--- config.mk ---
export PLATFORM = sky130hd
export DESIGN_NAME = adc_frame_serializer
export DESIGN_NICKNAME = d
export VERILOG_FILES = /design/src/rtl/adc_pkg.sv /design/src/rtl/ch_next_sel.sv /design/src/rtl/adc_frame_serializer.sv
export SDC_FILE = /design/constraint.sdc
export NUM_CORES = 1
export LEC_CHECK = 0
export BUFFER_PORTS_ARGS = -buffer_cell sky130_fd_sc_hd__buf_2
export CORE_UTILIZATION = 61
export CTS_BUF_LIST = sky130_fd_sc_hd__clkbuf_4
export DETAILED_ROUTE_END_ITERATION = 8
export PLACE_DENSITY = 0.95
export SETUP_SLACK_MARGIN = 0.15
export SYNTH_ARGS = -nofsm -noshare
export SYNTH_HDL_FRONTEND = slang
export SYNTH_SLANG_ARGS = --single-unit
--- constraint.sdc ---
create_clock -name CLK -period 5.1 [get_ports CLK]
set_clock_uncertainty 0.2 [all_clocks]
set_input_delay 0.51 -clock CLK [delete_from_list [all_inputs] [get_ports CLK]]
set_output_delay 0.51 -clock CLK [all_outputs]
set_load 0.01 [all_outputs]
--- src/rtl/adc_pkg.sv ---
// Shared definitions for the ADC frame serializer: default sizes, FSM states
// and the per-frame channel array type.
package adc_pkg;

  localparam int N_CH_DEF   = 4;
  localparam int DATA_W_DEF = 64;

  typedef enum logic {
    IDLE  = 1'b0,
    SHIFT = 1'b1
  } state_t;

  typedef logic [DATA_W_DEF-1:0] frame_t [N_CH_DEF];

endpackage

--- src/rtl/ch_next_sel.sv ---
// Finds the lowest enabled channel at or above i_cur, and whether any enabled
// channel lies beyond it (o_last means none does).
module ch_next_sel #(
  parameter int  N_CH = 4,
  localparam int CH_W = $clog2(N_CH)
) (
  input  logic [N_CH-1:0] i_mask,
  input  logic [CH_W:0]   i_cur,
  output logic [CH_W-1:0] o_idx,
  output logic            o_found,
  output logic            o_last
);

  // Scanning downward leaves the lowest hit in o_idx; o_last survives only
  // if that hit was the sole one.
  always_comb begin
    o_idx   = '0;
    o_found = 1'b0;
    o_last  = 1'b0;
    for (int k = N_CH - 1; k >= 0; k--) begin
      if (i_mask[k] && (k >= int'(i_cur))) begin
        o_last  = !o_found;
        o_found = 1'b1;
        o_idx   = CH_W'(k);
      end
    end
  end

endmodule

--- src/rtl/adc_frame_serializer.sv ---
// Accepts one N_CH-wide ADC frame at a time and emits its enabled channels as
// a word stream in ascending channel order, with valid/ready on both sides.
module adc_frame_serializer
  import adc_pkg::*;
#(
  parameter int  N_CH   = N_CH_DEF,
  parameter int  DATA_W = DATA_W_DEF,
  localparam int CH_W   = $clog2(N_CH)
) (
  input  logic              CLK,
  input  logic              nRST,
  input  logic              in_valid,
  output logic              in_ready,
  input  logic [DATA_W-1:0] in_data [N_CH],
  input  logic [N_CH-1:0]   ch_mask,
  output logic              out_valid,
  input  logic              out_ready,
  output logic [DATA_W-1:0] out_data,
  output logic [CH_W-1:0]   out_ch,
  output logic              out_last,
  output logic [15:0]       frame_cnt,
  output logic              overrun,
  input  logic              clr_ovr
);

  state_t              r_state;
  state_t              w_state_nxt;
  logic [DATA_W-1:0]   r_data [N_CH];
  logic [N_CH-1:0]     r_mask;
  logic                r_out_valid;
  logic [DATA_W-1:0]   r_out_data;
  logic [CH_W-1:0]     r_out_ch;
  logic                r_out_last;
  logic [15:0]         r_frame_cnt;
  logic                r_ovr;

  logic                w_done;
  logic                w_accept;
  logic                w_load;
  logic                w_adv;
  logic                w_drain;
  logic [CH_W-1:0]     w_first_idx;
  logic                w_first_found;
  logic                w_first_last;
  logic [CH_W:0]       w_nxt_start;
  logic [CH_W-1:0]     w_nxt_idx;
  logic                w_nxt_found;
  logic                w_nxt_last;

  assign w_done      = r_out_valid && out_ready && r_out_last;
  assign in_ready    = (r_state == IDLE) || w_done;
  assign w_accept    = in_valid && in_ready;
  assign w_nxt_start = {1'b0, r_out_ch} + {{CH_W{1'b0}}, 1'b1};

  // First word of a new frame comes from the live inputs; later words from the held copy.
  ch_next_sel #(.N_CH(N_CH)) u_first_sel (
    .i_mask  (ch_mask),
    .i_cur   ('0),
    .o_idx   (w_first_idx),
    .o_found (w_first_found),
    .o_last  (w_first_last)
  );

  ch_next_sel #(.N_CH(N_CH)) u_next_sel (
    .i_mask  (r_mask),
    .i_cur   (w_nxt_start),
    .o_idx   (w_nxt_idx),
    .o_found (w_nxt_found),
    .o_last  (w_nxt_last)
  );

  always_ff @(posedge CLK) begin
    if (!nRST) r_state <= IDLE;
    else       r_state <= w_state_nxt;
  end

  always_comb begin
    w_state_nxt = r_state;
    w_load      = 1'b0;
    w_adv       = 1'b0;
    w_drain     = 1'b0;
    case (r_state)
      IDLE: begin
        if (w_accept && w_first_found) begin
          w_state_nxt = SHIFT;
          w_load      = 1'b1;
        end
      end
      SHIFT: begin
        if (out_ready) begin
          if (r_out_last) begin
            if (w_accept && w_first_found) begin
              w_load = 1'b1;
            end else begin
              w_state_nxt = IDLE;
              w_drain     = 1'b1;
            end
          end else if (w_nxt_found) begin
            w_adv = 1'b1;
          end
        end
      end
      default: w_state_nxt = IDLE;
    endcase
  end

  // Set of overrun takes priority over a same-cycle clear.
  always_ff @(posedge CLK) begin
    if (!nRST) begin
      r_out_valid <= 1'b0;
      r_out_data  <= '0;
      r_out_ch    <= '0;
      r_out_last  <= 1'b0;
      r_frame_cnt <= '0;
      r_ovr       <= 1'b0;
      r_mask      <= '0;
      for (int k = 0; k < N_CH; k++) r_data[k] <= '0;
    end else begin
      if (w_accept) begin
        r_data <= in_data;
        r_mask <= ch_mask;
      end
      if (w_load) begin
        r_out_valid <= 1'b1;
        r_out_data  <= in_data[w_first_idx];
        r_out_ch    <= w_first_idx;
        r_out_last  <= w_first_last;
      end else if (w_adv) begin
        r_out_data  <= r_data[w_nxt_idx];
        r_out_ch    <= w_nxt_idx;
        r_out_last  <= w_nxt_last;
      end else if (w_drain) begin
        r_out_valid <= 1'b0;
      end
      if (w_done) r_frame_cnt <= r_frame_cnt + 16'd1;
      if (in_valid && !in_ready) r_ovr <= 1'b1;
      else if (clr_ovr)          r_ovr <= 1'b0;
    end
  end

  assign out_valid = r_out_valid;
  assign out_data  = r_out_data;
  assign out_ch    = r_out_ch;
  assign out_last  = r_out_last;
  assign frame_cnt = r_frame_cnt;
  assign overrun   = r_ovr;

endmodule

==> flow_metrics.env, run 1 <==
export IMPL_status="did not finish"
export IMPL_lastStage="5_1_grt"
export IMPL_stop_error="[ERROR GRT-0116] Global routing finished with congestion. Check the congestion regions in the DRC Viewer."
export IMPL_clock_sinks=345
export IMPL_fp_dieW_um=164
export IMPL_synthTopCellsByCount="648 x nand2_1, 456 x a21oi_1, 345 x dfxtp_1"
export IMPL_yosys_warnings=0
export IMPL_synth_seq_cells=345
export IMPL_synth_area_leaders="dfxtp_1 43%, nand2_1 15%, a21oi_1 14%"
export IMPL_netlist_area_leader_share_pct=43.0
export IMPL_h_tree_depth=3
export IMPL_netlist_area_um2=16100
export IMPL_port_buffers=350
export IMPL_grt_max_degree=156
export IMPL_clockRootBuffer="clkbuf_4"
export IMPL_synth_flop_cell="dfxtp_1"
export IMPL_first_global_vias=22000
export IMPL_gp_congestion=0.892
export IMPL_avgSynthCellArea_um2=7.71
export IMPL_rows=59
export IMPL_post_cts_resized=0
export IMPL_syn_nets=2356
export IMPL_ys_types=49
export IMPL_synth_seq_area_share_pct=43.0
export IMPL_clock_path_buffers=3
export IMPL_grtUsageTotal_pct=58.0
export IMPL_grt_pass1_wl_um=118000
export IMPL_async_flop_share_pct=0
export IMPL_grt_overflow_total=14
export IMPL_post_cts_buffers=0
export IMPL_die_h_um=164
export IMPL_netlist_instances=2084
export IMPL_synth_most_common_cell="nand2_1"
export IMPL_dp_hpwl_um=33000
export IMPL_initial_core_util_pct=61.8
export IMPL_numCtsBuffers=87
export IMPL_synth_edf_count=0
export IMPL_pin_count=351
export IMPL_post_synth_top_area_cell="dfxtp_1"
==> layer usage <==
| layer | global-route usage, % | overflow |
|---|---|---|
| met1 | 61.3 | 0 |
| met4 | 51.3 | 5 |
| met5 | 2.27 | 0 |
| met2 | 81.1 | 9 |
| met3 | 34.1 | 0 |
==> kinds of logic after synthesis <==
kind of cell	share of synthesized area, %
AOI/OAI and AO/OA	28.8
xor gates and xnor gates	0.327
adders and majority gates	0.545
DFF	43.0
buffers and inverters	5.26
muxes	4.86
and+or+nand+nor	17.2
==> timing repair <==
| action | in CTS |
|---|---|
| hold buffers | 262 |
| hold endpoints to repair | 264 |
| endpoints found under the setup margin | 0 |
==> stage by stage <==
stage / instance area [µm²] / setup WS [ns] / hold slack [ns] / instances / utilization (%)
after floorplan: 16100 / 2.65 / 0.233 / 2084 / -
after global placement: 17800 / 1.84 / 0.238 / 2595 / 68.5
after detailed placement: 17800 / 1.69 / 0.243 / 2595 / 68.5
after CTS: 21500 / 1.82 / 0.0201 / 2996 / 82.6
==> run 2, diff against run 1 <==
--- a/config.mk
+++ b/config.mk
@@ -6,11 +6,9 @@
 export NUM_CORES = 1
 export LEC_CHECK = 0
 export BUFFER_PORTS_ARGS = -buffer_cell sky130_fd_sc_hd__buf_2
-export CORE_UTILIZATION = 61
-export CTS_BUF_LIST = sky130_fd_sc_hd__clkbuf_4
+export CORE_UTILIZATION = 40
 export DETAILED_ROUTE_END_ITERATION = 8
-export PLACE_DENSITY = 0.95
-export SETUP_SLACK_MARGIN = 0.15
+export PLACE_DENSITY_LB_ADDON = 0.15
 export SYNTH_ARGS = -nofsm -noshare
 export SYNTH_HDL_FRONTEND = slang
 export SYNTH_SLANG_ARGS = --single-unit
==> flow_metrics.env, run 2 <==
export IMPL_p_leak_nw=8.57
export IMPL_holdPathEnd="r_data[129]"
export IMPL_rr_endpoint="out_data[21]"
export IMPL_grtUsageTotal_pct=28.4
export IMPL_power_frac_seq_pct=42.8
export IMPL_vias=17300
export IMPL_switching_share_pct=28.8
export IMPL_fp_dieW_um=202
export IMPL_final_hold_viol_count=0
export IMPL_antenna_found_initial=7
export IMPL_yosys_warnings=0
export IMPL_worstSetupStartpointType="input pin"
export IMPL_post_synth_top_area_cell="dfxtp_1"
export IMPL_stdcell_area_um2=20800
export IMPL_post_cts_resized=0
export IMPL_rsz0062_at_grt="no"
export IMPL_routed_wl_um=60500
export IMPL_worstSkewPairLatency_ns=0.56
export IMPL_drt_first_pass_iters=9
export IMPL_rows=73
export IMPL_largest_register_ffs=256
export IMPL_nFillCells=3812
export IMPL_syn2layout_area_growth_pct=29.4
export IMPL_clockRootBuffer="clkbuf_16"
export IMPL_synth_edf_count=0
export IMPL_placed_cells=2782
export IMPL_min_path_cells=3
export IMPL_layout_common_cells="647 x nand2_1, 456 x a21oi_1, 350 x buf_2"
export IMPL_dieArea_um2=41000
export IMPL_rrSetupSlack_ns=1.76
export IMPL_netlist_area_leader_share_pct=43.0
export IMPL_preCtsSetupSlack_ns=1.71
export IMPL_fin_util_pct=52.5
export IMPL_drt_iter0_markers=1622
export IMPL_drive_gt1_share_pct=20.7
export IMPL_clock_fmax_mhz=294
export IMPL_finalPower_mw=6.97
export IMPL_worst_pin_slew_ns=1.32
export IMPL_gp_congestion=0.818
export IMPL_grt_max_degree=221
export IMPL_ant_nets=0
export IMPL_cts_clk_slew_worst_paths_ns=0.06
export IMPL_whs_ns=0.0147
export IMPL_netlist_area_um2=16100
export IMPL_ys_types=49
export IMPL_synth_area_leaders="dfxtp_1 43%, nand2_1 15%, a21oi_1 14%"
export IMPL_final_nets=2724
export IMPL_critPathKind="in -> reg"
export IMPL_synth_seq_cells=345
export IMPL_failed_checks="DRC"
export IMPL_setup_slack_ns=1.70
export IMPL_clock_sinks=345
export IMPL_pwr_density_cell_nw_per_um2=335
export IMPL_crit_path_max_fanout=67
export IMPL_p_clk_share_pct=39.7
export IMPL_synthTopCellsByCount="648 x nand2_1, 456 x a21oi_1, 345 x dfxtp_1"
export IMPL_fin_crit_ns=3.40
export IMPL_synth_seq_area_share_pct=43.0
export IMPL_pin_count=351
export IMPL_wl_per_cell_um=20.1
export IMPL_finalSetupViolCount=0
export IMPL_largest_register="r_data"
export IMPL_die_h_um=202
export IMPL_ir_drop_uv=187
export IMPL_dp_hpwl_um=35200
export IMPL_rr_worst_depth=7
export IMPL_initial_core_util_pct=40.5
export IMPL_arrival_ns=3.69
export IMPL_synth_flop_cell="dfxtp_1"
export IMPL_final_cells=3010
export IMPL_postPlaceCellArea_um2=18000
export IMPL_p_comb_share_pct=17.5
export IMPL_ctsHoldBuffers=153
export IMPL_h_tree_depth=2
export IMPL_final_common_cell="nand2_1"
export IMPL_final_setup_tns_ns=0
export IMPL_clock_path_buffers=3
export IMPL_min_path_type="in -> reg"
export IMPL_drc_errors=1
export IMPL_avgSynthCellArea_um2=7.71
export IMPL_power_switching_mw=2.01
export IMPL_end_kind="register"
export IMPL_relSlewSlack_pct=11.3
export IMPL_tritoncts="built"
export IMPL_slew_violations=0
export IMPL_post_cts_buffers=0
export IMPL_status="complete, but fails checks"
export IMPL_async_flop_share_pct=0
export IMPL_vias_per_cell=5.75
export IMPL_hp_start="in_data[129]"
export IMPL_first_global_vias=16300
export IMPL_netlist_instances=2084
export IMPL_synth_most_common_cell="nand2_1"
export IMPL_reg2reg_from="out_ch[1]"
export IMPL_fin_crit_sh_pct=66.7
export IMPL_grt_overflow_total=0
export IMPL_core_area_um2=39600
export IMPL_p_int_mw=4.97
export IMPL_syn_nets=2356
export IMPL_numCtsBuffers=40
export IMPL_grt_pass1_wl_um=92200
export IMPL_cp_required_ns=5.39
export IMPL_port_buffers=350
export IMPL_drv_cap=0
[run 2: cell counts after synthesis]
Identical to the previous run, type by type.
[run 2: worst max path at each step]
stage | from | to | slack [ns] | depth (start not counted)
after floorplan | ch_mask[2] | out_data[50] | 2.65 | 10
after global placement | ch_mask[2] | out_data[36] | 1.80 | 8
after detailed placement | ch_mask[2] | out_data[43] | 1.71 | 8
after CTS | ch_mask[2] | out_data[43] | 1.74 | 9
after global routing | ch_mask[2] | out_data[31] | 1.55 | 9
final | ch_mask[2] | out_data[51] | 1.70 | 9
[run 2: worst max-delay path: stages]
cell	delay, ns
dlygate4sd3_1	0.53
buf_2	0.14
inv_1	0.10
ha_1	0.61
o21ba_4	0.90
buf_12	0.36
a21oi_1	0.12
a22oi_1	0.23
a221o_1	0.16
[run 2: layout make-up]
type / count / area [µm²] / share of cell area (%)
multi-input cells: 1523 / 8400 / 40.4
flip-flops and latches: 345 / 6910 / 33.2
repair buffers: 529 / 3530 / 17.0
clock buffers: 64 / 1190 / 5.73
well taps: 525 / 657 / 3.16
inverters: 13 / 56.3 / 0.271
clock inverters: 8 / 47.5 / 0.229
diodes: 3 / 7.51 / 0.0361
[run 2: cells by family (layout without fill, tap and decap cells)]
group	after synthesis	after routing	synth area share, %
mux	70	70	4.86
xor+xnor	6	6	0.327
other cells	0	3	0
buf+inv	216	614	5.26
compound gates	735	735	28.8
flops	345	345	43.0
fa+ha+maj	7	7	0.545
simple gates	705	705	17.2
[run 2: power groups by stage]
stage	registers (mW)	logic, mW	clock network [mW]
2_1_floorplan	3.03	0.662	0
3_3_place_gp	3.04	1.10	0
3_5_place_dp	3.04	1.11	0
4_1_cts	2.98	1.21	2.82
5_1_grt	3.00	1.32	2.95
6_report	2.99	1.22	2.77
[run 2: metal layers]
layer / wire (µm) / up-vias / track usage [%]
met2: 27800 / 755 / 44.5
met1: 26300 / 8308 / 39.0
li1: - / 8121 / -
met3: 4670 / 113 / 4.42
met5: 32 / - / 0
met4: 1690 / 6 / 11.6
(Power assumes the default switching activity.)
